$ cat config.mk
export PLATFORM = sky130hd
export DESIGN_NAME = cp0_npc_unit
export DESIGN_NICKNAME = d
export VERILOG_FILES = /design/src/rtl/cp0_npc_unit.sv
export SDC_FILE = /design/constraint.sdc
export NUM_CORES = 1
export LEC_CHECK = 0
export BUFFER_PORTS_ARGS = -buffer_cell sky130_fd_sc_hd__buf_4
export CORE_ASPECT_RATIO = 1.1
export CORE_MARGIN = 5
export CORE_UTILIZATION = 40
export CTS_CLUSTER_DIAMETER = 200
export DETAILED_ROUTE_END_ITERATION = 16
export PLACE_DENSITY = 0.69
export SYNTH_ARGS = -nofsm -noshare
export SYNTH_HDL_FRONTEND = slang
export SYNTH_SLANG_ARGS = --single-unit
$ cat constraint.sdc
create_clock -name Clk -period 2.7 [get_ports Clk]
set_input_delay 0.54 -clock Clk [delete_from_list [all_inputs] [get_ports Clk]]
set_output_delay 0.54 -clock Clk [all_outputs]
set_load 0.1 [all_outputs]
$ cat src/rtl/cp0_npc_unit.sv
// Next-PC select plus CP0 Status/Cause/EPC with exception, interrupt and eret redirection.
// npc, intr_ack and cp0_rdata are combinational; CP0 state updates on the rising edge.
module cp0_npc_unit #(
  parameter logic [31:0] EXC_VECTOR = 32'h0000_0008,
  parameter logic [31:0] PC_INC     = 32'd4
) (
  input  logic        Clk,
  input  logic        Clrn,
  input  logic [31:0] pc,
  input  logic        branch_taken,
  input  logic [31:0] branch_target,
  input  logic        jump,
  input  logic [31:0] jump_target,
  input  logic        exc_ovf,
  input  logic        exc_unimpl,
  input  logic        exc_syscall,
  input  logic        eret,
  input  logic        intr,
  input  logic        mtc0,
  input  logic [4:0]  cp0_addr,
  input  logic [31:0] cp0_wdata,
  output logic [31:0] cp0_rdata,
  output logic [31:0] npc,
  output logic        intr_ack
);

  localparam logic [4:0] ADDR_STATUS = 5'd12;
  localparam logic [4:0] ADDR_CAUSE  = 5'd13;
  localparam logic [4:0] ADDR_EPC    = 5'd14;

  localparam logic [4:0] CODE_INT = 5'd0;
  localparam logic [4:0] CODE_SYS = 5'd8;
  localparam logic [4:0] CODE_UNI = 5'd10;
  localparam logic [4:0] CODE_OVF = 5'd12;

  logic [31:0] r_status;
  logic [31:0] r_epc;
  logic [4:0]  r_exc_code;
  logic        r_int_pending;

  logic [31:0] w_pc_inc;
  logic [31:0] w_norm_npc;
  logic        w_take_ovf;
  logic        w_take_uni;
  logic        w_take_sys;
  logic        w_take_exc;
  logic        w_take_eret;
  logic        w_take_int;
  logic        w_trap;
  logic [4:0]  w_code;
  logic [31:0] w_epc;

  assign w_pc_inc   = pc + PC_INC;
  assign w_norm_npc = jump ? jump_target : (branch_taken ? branch_target : w_pc_inc);

  assign w_take_ovf  = exc_ovf     & r_status[3];
  assign w_take_uni  = exc_unimpl  & r_status[2];
  assign w_take_sys  = exc_syscall & r_status[1];
  assign w_take_exc  = w_take_ovf | w_take_uni | w_take_sys;
  assign w_take_eret = eret & ~w_take_exc;
  // eret blocks the interrupt outright, so a pending one waits at least one cycle after return
  assign w_take_int  = r_int_pending & r_status[0] & ~w_take_exc & ~eret;
  assign w_trap      = w_take_exc | w_take_int;

  always_comb begin
    w_code = CODE_INT;
    w_epc  = w_norm_npc;
    if (w_take_ovf) begin
      w_code = CODE_OVF;
      w_epc  = pc;
    end else if (w_take_uni) begin
      w_code = CODE_UNI;
      w_epc  = pc;
    end else if (w_take_sys) begin
      w_code = CODE_SYS;
      w_epc  = w_pc_inc;
    end
  end

  assign npc      = w_trap ? EXC_VECTOR : (w_take_eret ? r_epc : w_norm_npc);
  assign intr_ack = w_take_int;

  always_comb begin
    cp0_rdata = 32'd0;
    case (cp0_addr)
      ADDR_STATUS: cp0_rdata = r_status;
      ADDR_CAUSE:  cp0_rdata = {25'd0, r_exc_code, 2'b00};
      ADDR_EPC:    cp0_rdata = r_epc;
      default:     cp0_rdata = 32'd0;
    endcase
  end

  always_ff @(posedge Clk or negedge Clrn) begin
    if (!Clrn) begin
      r_status      <= 32'd0;
      r_epc         <= 32'd0;
      r_exc_code    <= 5'd0;
      r_int_pending <= 1'b0;
    end else begin
      if (mtc0) begin
        case (cp0_addr)
          ADDR_STATUS: r_status   <= cp0_wdata;
          ADDR_CAUSE:  r_exc_code <= cp0_wdata[6:2];
          ADDR_EPC:    r_epc      <= cp0_wdata;
          default:     ;
        endcase
      end
      // event updates come last so they override a colliding mtc0 on the same register
      if (w_trap) begin
        r_status   <= r_status << 4;
        r_exc_code <= w_code;
        r_epc      <= w_epc;
      end else if (w_take_eret) begin
        r_status <= r_status >> 4;
      end
      if (w_take_int)
        r_int_pending <= 1'b0;
      else if (intr)
        r_int_pending <= 1'b1;
    end
  end

endmodule

* Word level (Yosys, flattened, before mapping) *
Cells that the tools add are included.

operators by class
  multipliers = 0
  divide/modulo/power cells = 0
  reduce and logical (&&, ||, !) cells = 9
  shift-type cells = 0
  bitwise gates (word level) = 12
  eq/ne operators = 3
  muxes and demuxes = 23
  $lt $le $gt $ge = 0
  add/sub/neg operators = 1

operator list
  cell                     number
  $mux W32                 14
  $pmux W32 S3             1
  $add A32 B3 Y32 const B  1
  $mux W5                  4
  $eq A5 B4 Y1 const B     3
  $mux W4                  2
  $reduce_bool A2 Y1       4
  $and A1 B1 Y1            7
  $reduce_and A2 Y1        3
  $reduce_bool A3 Y1       2
  $or A1 B1 Y1             3
  $mux W1                  2
  $not A1 Y1               2

word-level totals
  bits in writable memories = 0
  register bits after elaboration = 70
  input bits = 143
  output and inout bits = 65
  memories = 0
  logic and storage cells = 52
  bits in latches = 0
  memory bits (read-only) = 0

* Logic depth before layout (Yosys ltp) *
Gate-level depths: netlist of run 1.

  depth in word-level cells = 9
  mapped depth = 10
  depth with buffers taken out = 7

* Least setup slack after synthesis of run 1 *
OpenSTA, ideal clock, no wires.

  path type = input -> output
  start point = in exc_syscall
  end point = out npc[16]
  setup slack = -1665 ps
  required time = 2160 ps
  stages = 6
  path buffers = 3
  arrival = 3825 ps
  path through = a222oi_1 -> clkbuf_1 -> nand2_1 -> clkbuf_1 -> buf_1 -> nor3_1

on the way
  word-level cells in the longest chain between the ends = 7
  elaborated cells between the ends (all ways) = 9
  those cells by class = 2 x mux; 7 x bitwise

RTL lines
  item                        line    RTL
  from (decl)                 16      input logic exc_syscall,
  $and A1 B1 Y1 *             58      assign w_take_sys = exc_syscall & r_status[1];
  $or A1 B1 Y1 *              59      assign w_take_exc = w_take_ovf | w_take_uni | w_take_sys;
  $not A1 Y1                  60, 62
  $and A1 B1 Y1 (2 in a row)  62      assign w_take_int = r_int_pending & r_status[0] & ~w_take_exc & ~eret;
  $or A1 B1 Y1                63      assign w_trap = w_take_exc | w_take_int;
  $mux W32 *                  80      assign npc = w_trap ? EXC_VECTOR : (w_take_eret ? r_epc : w_norm_npc);
  to (decl)                   23      output logic [31:0] npc,

Every way passes the cells marked *; elsewhere a longest branch is shown, timed or not.

* Worst setup path in the final report of run 1 *
  start point = in pc[15]
  end point = out npc[30]

on the way
  word-level cells in the longest chain between the ends = 5

RTL lines
  item                   line  RTL
  from (decl)            9     input logic [31:0] pc,
  $add A32 B3 Y32        53    assign w_pc_inc = pc + PC_INC;
  $mux W32 (2 in a row)  54    assign w_norm_npc = jump ? jump_target : (branch_taken ? branch_target : w_pc_inc);
  $mux W32 (2 in a row)  80

No other way between the ends.

==> impl_results.md, run 1 <==
* Outcome: complete, but fails checks
* Failing checks: setup timing
* Vias in the first global route at 7,765
* Area growth syn-to-layout at 72.4%
* Remaining Overflow, GRT at 0
* Seq pwr share at 18.7%
* CP most frequent cell: or4_4
* Logic pwr share at 70.1%
* Via count at 8,324
* Antenna violations before repair at 0
* Final GP Congestion at 0.985
* Crit-path max cell delay at 0.54 ns
* IO Pins at 208
* Drt via density at 6.10
* Post-route cell area at 0.0109 sq mm
* FFs w/ async S/R, synth at 100%
* Main synth FF type: dfrtp_1
* Synth Area per Inst at 7.43 sq um
* Final min period at 3.02 ns
* FP Rows at 48
* Hold slack at 0.177 ns
* Peak supply drop at 0.000953 V
* R2R cell count at 9
* Sequential element share of the synthesized area at 27.7%
* Post-synth EDFFs at 0
* Crit start category: primary input
* H-tree lvl count at 3
* Post-layout util at 69.7%
* Worst endpoint data arrival time at 2.48 ns
* Clock latency on the worst-skew pair at 0.34 ns
* Top achievable clock speed at 0.331 GHz
* Core ar. at 0.0156 sq mm
* Critical path endpoint category: output port
* Chip Height at 142 um
* Clock sinks at 70
* Power per standard cell area at 1100 mW/mm^2
* Share of cells above drive strength 1 at 45.5%
* DRT Wirelength at 30,100 um
* Gate Count Post-Synth at 850
* Crit path cell chain: buf_8 > nand3_4 > or4_4 > or4_4 > a21oi_2 > a211oi_2 > a211oi_4 > buf_12
* Remaining DRCs at 0
* Final setup viols at 12
* Maxcap violations at 0
* CTS tree: yes
* Slowest cell on crit path: or4_4
* Synthesized area at 0.00631 sq mm
* HPWL Detailed at 22,800 um
* Worst Skew at 0.00798 ns
* Tcrit/Tclk final at 112%
* Largest net degree at the start of global routing at 55
* Cts hold-fix bufs at 0
* Placed Instance Area at 0.00964 sq mm
* Most common cell after layout, fill and taps aside: buf_4
* Clock transition at path regs at 0.06 ns
* Most frequent cells in the layout: 307 x buf_4, 105 x nand2_1, 81 x a21oi_1
* Antenna-violating nets left at 0
* Initial Util at 40.4%
* Die W at 130 um
* Maximum net fanout on the critical path at 2
* Worst slew margin at 64.4%
* First-pass GRT wire length at 44,900 um
* Total power at 11.9 mW
* Synth Register Bits at 70
* Switch Pwr at 6.38 mW
* ANT cells at 0
* Clock group share of total power at 11.2%
* DR WL/cell at 22.1 um
* Worst Setup Path Type: in -> out
* CTS root buf: clkbuf_16
* Hold WC Path Type: in -> async
* GR Util All Layers at 31.4%
* Cell variety after synth at 68
* CP Data Required Time at 2.16 ns
* Clock buffer depth at 2
* Syn. warnings at 0
* Die area at 0.0184 sq mm
* Port Buffers at 207
* Hold Vio Cnt, Final at 0
* P_leak at 4.94 nW
* Worst-Margin Slew at 0.534 ns
* Max Slew Vio Count at 0
* Synthesized net count at 994
* DR iter-0 viols at 1,005
* Cell-internal power at 5.54 mW
* Setup TNS at -1.36 ns
* 1st-pass router iterations at 6
* CTS Buf Count at 9
* Slack of the critical path at -0.323 ns
* Unrepaired setup endpoints after global routing: yes
* Sw Ratio at 53.5%
* Final net count at 1,303
-- area by class of cell --
type | count | area [sq um]
Multi-Input combinational cell | 698 | 5120
Fill cell | 1254 | 4730
Timing Repair Buffer | 372 | 3410
Sequential cell | 70 | 1750
Tap cell | 200 | 250
Clock buffer | 10 | 239
Clock inverter | 6 | 93.8
Inverter | 8 | 30.0
-- kinds of logic (layout without fill, tap and decap cells) --
kind of cell / count (synthesis) / in the layout / share of synthesized area, %
AO/OA/AOI/OAI: 312 / 312 / 31.3
XOR/XNOR: 20 / 20 / 2.77
adder cells (fa/ha/maj): 1 / 1 / 0.198
buffers and inverters: 82 / 396 / 6.04
flip-flops: 70 / 70 / 27.7
multiplexers: 61 / 61 / 9.73
AND/OR/NAND/NOR: 304 / 304 / 22.3
-- registers in the layout, indices dropped and copies added, names as in the netlist --
signal and count:
r_status 32, r_int_pending 1, r_epc 32, r_exc_code 5
-- final timing paths --
path                                          start                         to  slack [ns]
setup / recovery                             pc[15]                    npc[30]       -0.32
hold / removal                                 Clrn      r_epc[31]$_DFFE_PN0P_        0.18
setup reg to reg            r_status[3]$_DFFE_PN0P_   r_status[14]$_DFFE_PN0P_        0.29
hold reg to reg            r_status[31]$_DFFE_PN0P_   r_status[31]$_DFFE_PN0P_        0.53
max in group asynchronous                      Clrn    r_status[2]$_DFFE_PN0P_        1.82
min in group Clk                               intr  r_int_pending$_DFFE_PN0P_        0.44
-- routing by layer --
metal | up-vias | track usage, % | share of wire (%)
met5 | - | 0 | 0
met4 | 0 | 9.68 | 2.8
met3 | 70 | 7.53 | 11
li1 | 3779 | - | -
met1 | 3953 | 44.6 | 40
met2 | 522 | 47.4 | 46
-- per-stage QoR --
step | cells | worst slack [ns]
after floorplan | 850 | -0.699
after global placement | 1326 | -0.434
after detailed placement | 1326 | -0.425
after CTS | 1356 | -0.360
after global routing | 1364 | -0.384
final | 1364 | -0.323
-- power by group through the flow --
stage | logic (mW) | registers (mW) | clock network (mW)
after floorplan | 5.22 | 1.95 | 0
after global placement | 7.20 | 2.18 | 0
after detailed placement | 7.23 | 2.20 | 0
after CTS | 7.94 | 2.18 | 1.34
after global routing | 8.81 | 2.27 | 1.39
final | 8.36 | 2.23 | 1.34
-- synthesized netlist by cell type (14+ instances only) --
| cell | instances | area share [%] |
|---|---|---|
| nor3_1 | 19 | 1.5 |
| dfrtp_1 | 70 | 28 |
| a21oi_1 | 99 | 7.8 |
| clkbuf_1 | 45 | 2.7 |
| a22o_1 | 32 | 4.4 |
| nor2_1 | 87 | 5.2 |
| mux2i_1 | 58 | 9.2 |
| and3_1 | 14 | 1.4 |
| nand2_1 | 108 | 6.4 |
| nand3_1 | 28 | 2.2 |
| o22ai_1 | 14 | 1.4 |
| o21ai_0 | 89 | 7.1 |
-- critical path: cells and delay by family --
family	cells	cell delay (ns)
AOI/OAI and AO/OA	3	0.51
buffers and inverters	2	0.29
and+or+nand+nor	3	1.13
-- timing repair --
item | CTS | global route
setup endpoints to repair | 23 | 32
resized for setup | 109 | 71
buffers inserted | 14 | 10
pin swaps | 30 | 21
gates cloned | 1 | 0
Power figures use the tool's default switching activity.
==> run 2, diff against run 1 <==
- CORE_MARGIN: 5 -> 2
- CORE_UTILIZATION: 40 -> 35
- PLACE_DENSITY: 0.69 -> 0.62
==> run 2 against run 1 <==
The run still ends with setup timing left. Power fell by 0.33%. Via count fell by 2.2%. Critical path depth did not move. Critical endpoint unchanged. Highest routed layer is now met5.
==> impl_results.md, run 2 (synthesis gave the netlist of run 1 again) <==
* Antenna violations before repair at 2
* Unrepaired setup endpoints after global routing: yes
* Largest net degree at the start of global routing at 71
* Maximum net fanout on the critical path at 3
* DRT Wirelength at 30,500 um
* DR WL/cell at 21.6 um
* Final net count at 1,308
* Final setup viols at 7
* Die area at 0.0191 sq mm
* Layout fillers at 1,559
* DR iter-0 viols at 894
* Total power at 11.9 mW
* Top achievable clock speed at 0.322 GHz
* Most frequent cells in the layout: 307 x buf_4, 105 x nand2_1, 80 x a21oi_1
* Initial Util at 35.7%
* CTS Buf Count at 9
* ANT cells at 0
* FP Rows at 51
* Chip Height at 145 um
* Worst endpoint data arrival time at 2.56 ns
* Via count at 8,145
* Post-layout util at 61.8%
* 1st-pass router iterations at 5
* Outcome: complete, but fails checks
* CTS root buf: clkbuf_16
* HPWL Detailed at 23,200 um
* Core ar. at 0.0177 sq mm
* Final min period at 3.10 ns
* Critical path endpoint category: output port
* Vias in the first global route at 7,790
* Cts hold-fix bufs at 0
* Area growth syn-to-layout at 73.1%
* Remaining DRCs at 0
* Most common cell after layout, fill and taps aside: buf_4
* CP Data Required Time at 2.16 ns
* Clock transition at path regs at 0.07 ns
* First-pass GRT wire length at 45,600 um
* Largest registers: r_epc: 32 flops, r_status: 32 flops, r_exc_code: 5 flops
* Multi-input gate area at 0.00509 sq mm
* Crit start category: primary input
* P_leak at 4.95 nW
* Slack of the critical path at -0.404 ns
* Worst Setup Path Type: in -> out
* Port Buffers at 207
* Worst R2R Start: r_status[2]$_DFFE_PN0P_
* Worst-Margin Slew at 0.959 ns
* Worst slew margin at 36.1%
* Hold WC Path Type: in -> async
* R2R cell count at 7
* Worst Skew at 0.00982 ns
* R2r setup slk at 0.47 ns
* Post-route insts no fill at 1,407
* Clock sinks at 70
* Register area at 0.00175 sq mm
* CTS tree: yes
* DP Worst Slack at -0.468 ns
* Maxcap violations at 0
* Die W at 132 um
* Placed Instances at 1,369
* Reg-to-reg endpoint: r_status[5]$_DFFE_PN0P_
* Power per standard cell area at 1090 mW/mm^2
* Failing checks: setup timing
* GR Util All Layers at 30.9%
* Antenna-violating nets left at 0
* Clock latency on the worst-skew pair at 0.34 ns
* Max Slew Vio Count at 0
* H-tree lvl count at 3
* Drt via density at 5.79
* Peak supply drop at 0.000956 V
* Tcrit/Tclk final at 115%
* Hold Vio Cnt, Final at 0
* IO Pins at 208
* Final GP Congestion at 0.992
* Remaining Overflow, GRT at 0
* Share of cells above drive strength 1 at 44.9%
* Clock buffer depth at 2
## run 2: cell types whose count changed in the layout (fill, tap and decap cells not counted), sizes merged
cell / previous run / this run
clkbuf: 10 / 11
bufbuf: 1 / 0
clkinvlp: 1 / 0
bufinv: 2 / 4
buf: 371 / 377
clkinv: 3 / 2
inv: 8 / 7
## run 2: cell type report
cell class,count,area share (%)
clock inverter,5,1.18
tap,238,2.72
inverter,8,0.275
timing repair buffer,377,30.9
multi-input combinational,698,46.6
clock buffer,11,2.31
sequential,70,16.0
## run 2: worst max-delay path by stage
stage                 from  endpoint  cells after the start
CTS                 pc[23]   npc[30]                      8
detailed placement  pc[13]   npc[30]                      8
global placement    pc[13]   npc[30]                      8
floorplan           pc[16]   npc[30]                      7
finish              pc[23]   npc[30]                      8
global route        pc[23]   npc[30]                      8
## run 2: through the flow
step                hold WS (ns)  instance area (sq um)  setup TNS [ns]
finish                     0.344                  10900           -1.22
global route               0.414                  10900           -1.96
CTS                        0.388                  10600          -0.761
detailed placement         0.510                   9730           -3.72
global placement           0.500                   9730           -3.91
floorplan                  0.244                   7050           -2.09
## run 2: power breakdown
part	switching, mW	total, mW	internal [mW]	leakage (nW)
combinational	5.22	8.12	2.90	3.91
clock	0.502	1.55	1.05	0.186
sequential	0.649	2.22	1.57	0.856
## run 2: metal layers
layer	routed length, um	track usage (%)
met1	13200	43.4
met2	14000	48.7
met3	2410	4.49
met4	860	10.7
met5	11	0
## run 2: critical path, stage by stage
cell	delay, ns
buf_4	0.09
inv_1	0.07
or4_4	0.54
or4_4	0.56
a21oi_2	0.15
a211oi_2	0.08
a211oi_4	0.32
buf_12	0.22
## run 2: timing repair
action | 4_1_cts | 5_1_grt
endpoints found under the hold margin | 0 | 0
buffers inserted | 13 | 9
pin swaps | 27 | 23
resized for setup | 105 | 55
setup endpoints to repair | 31 | 32
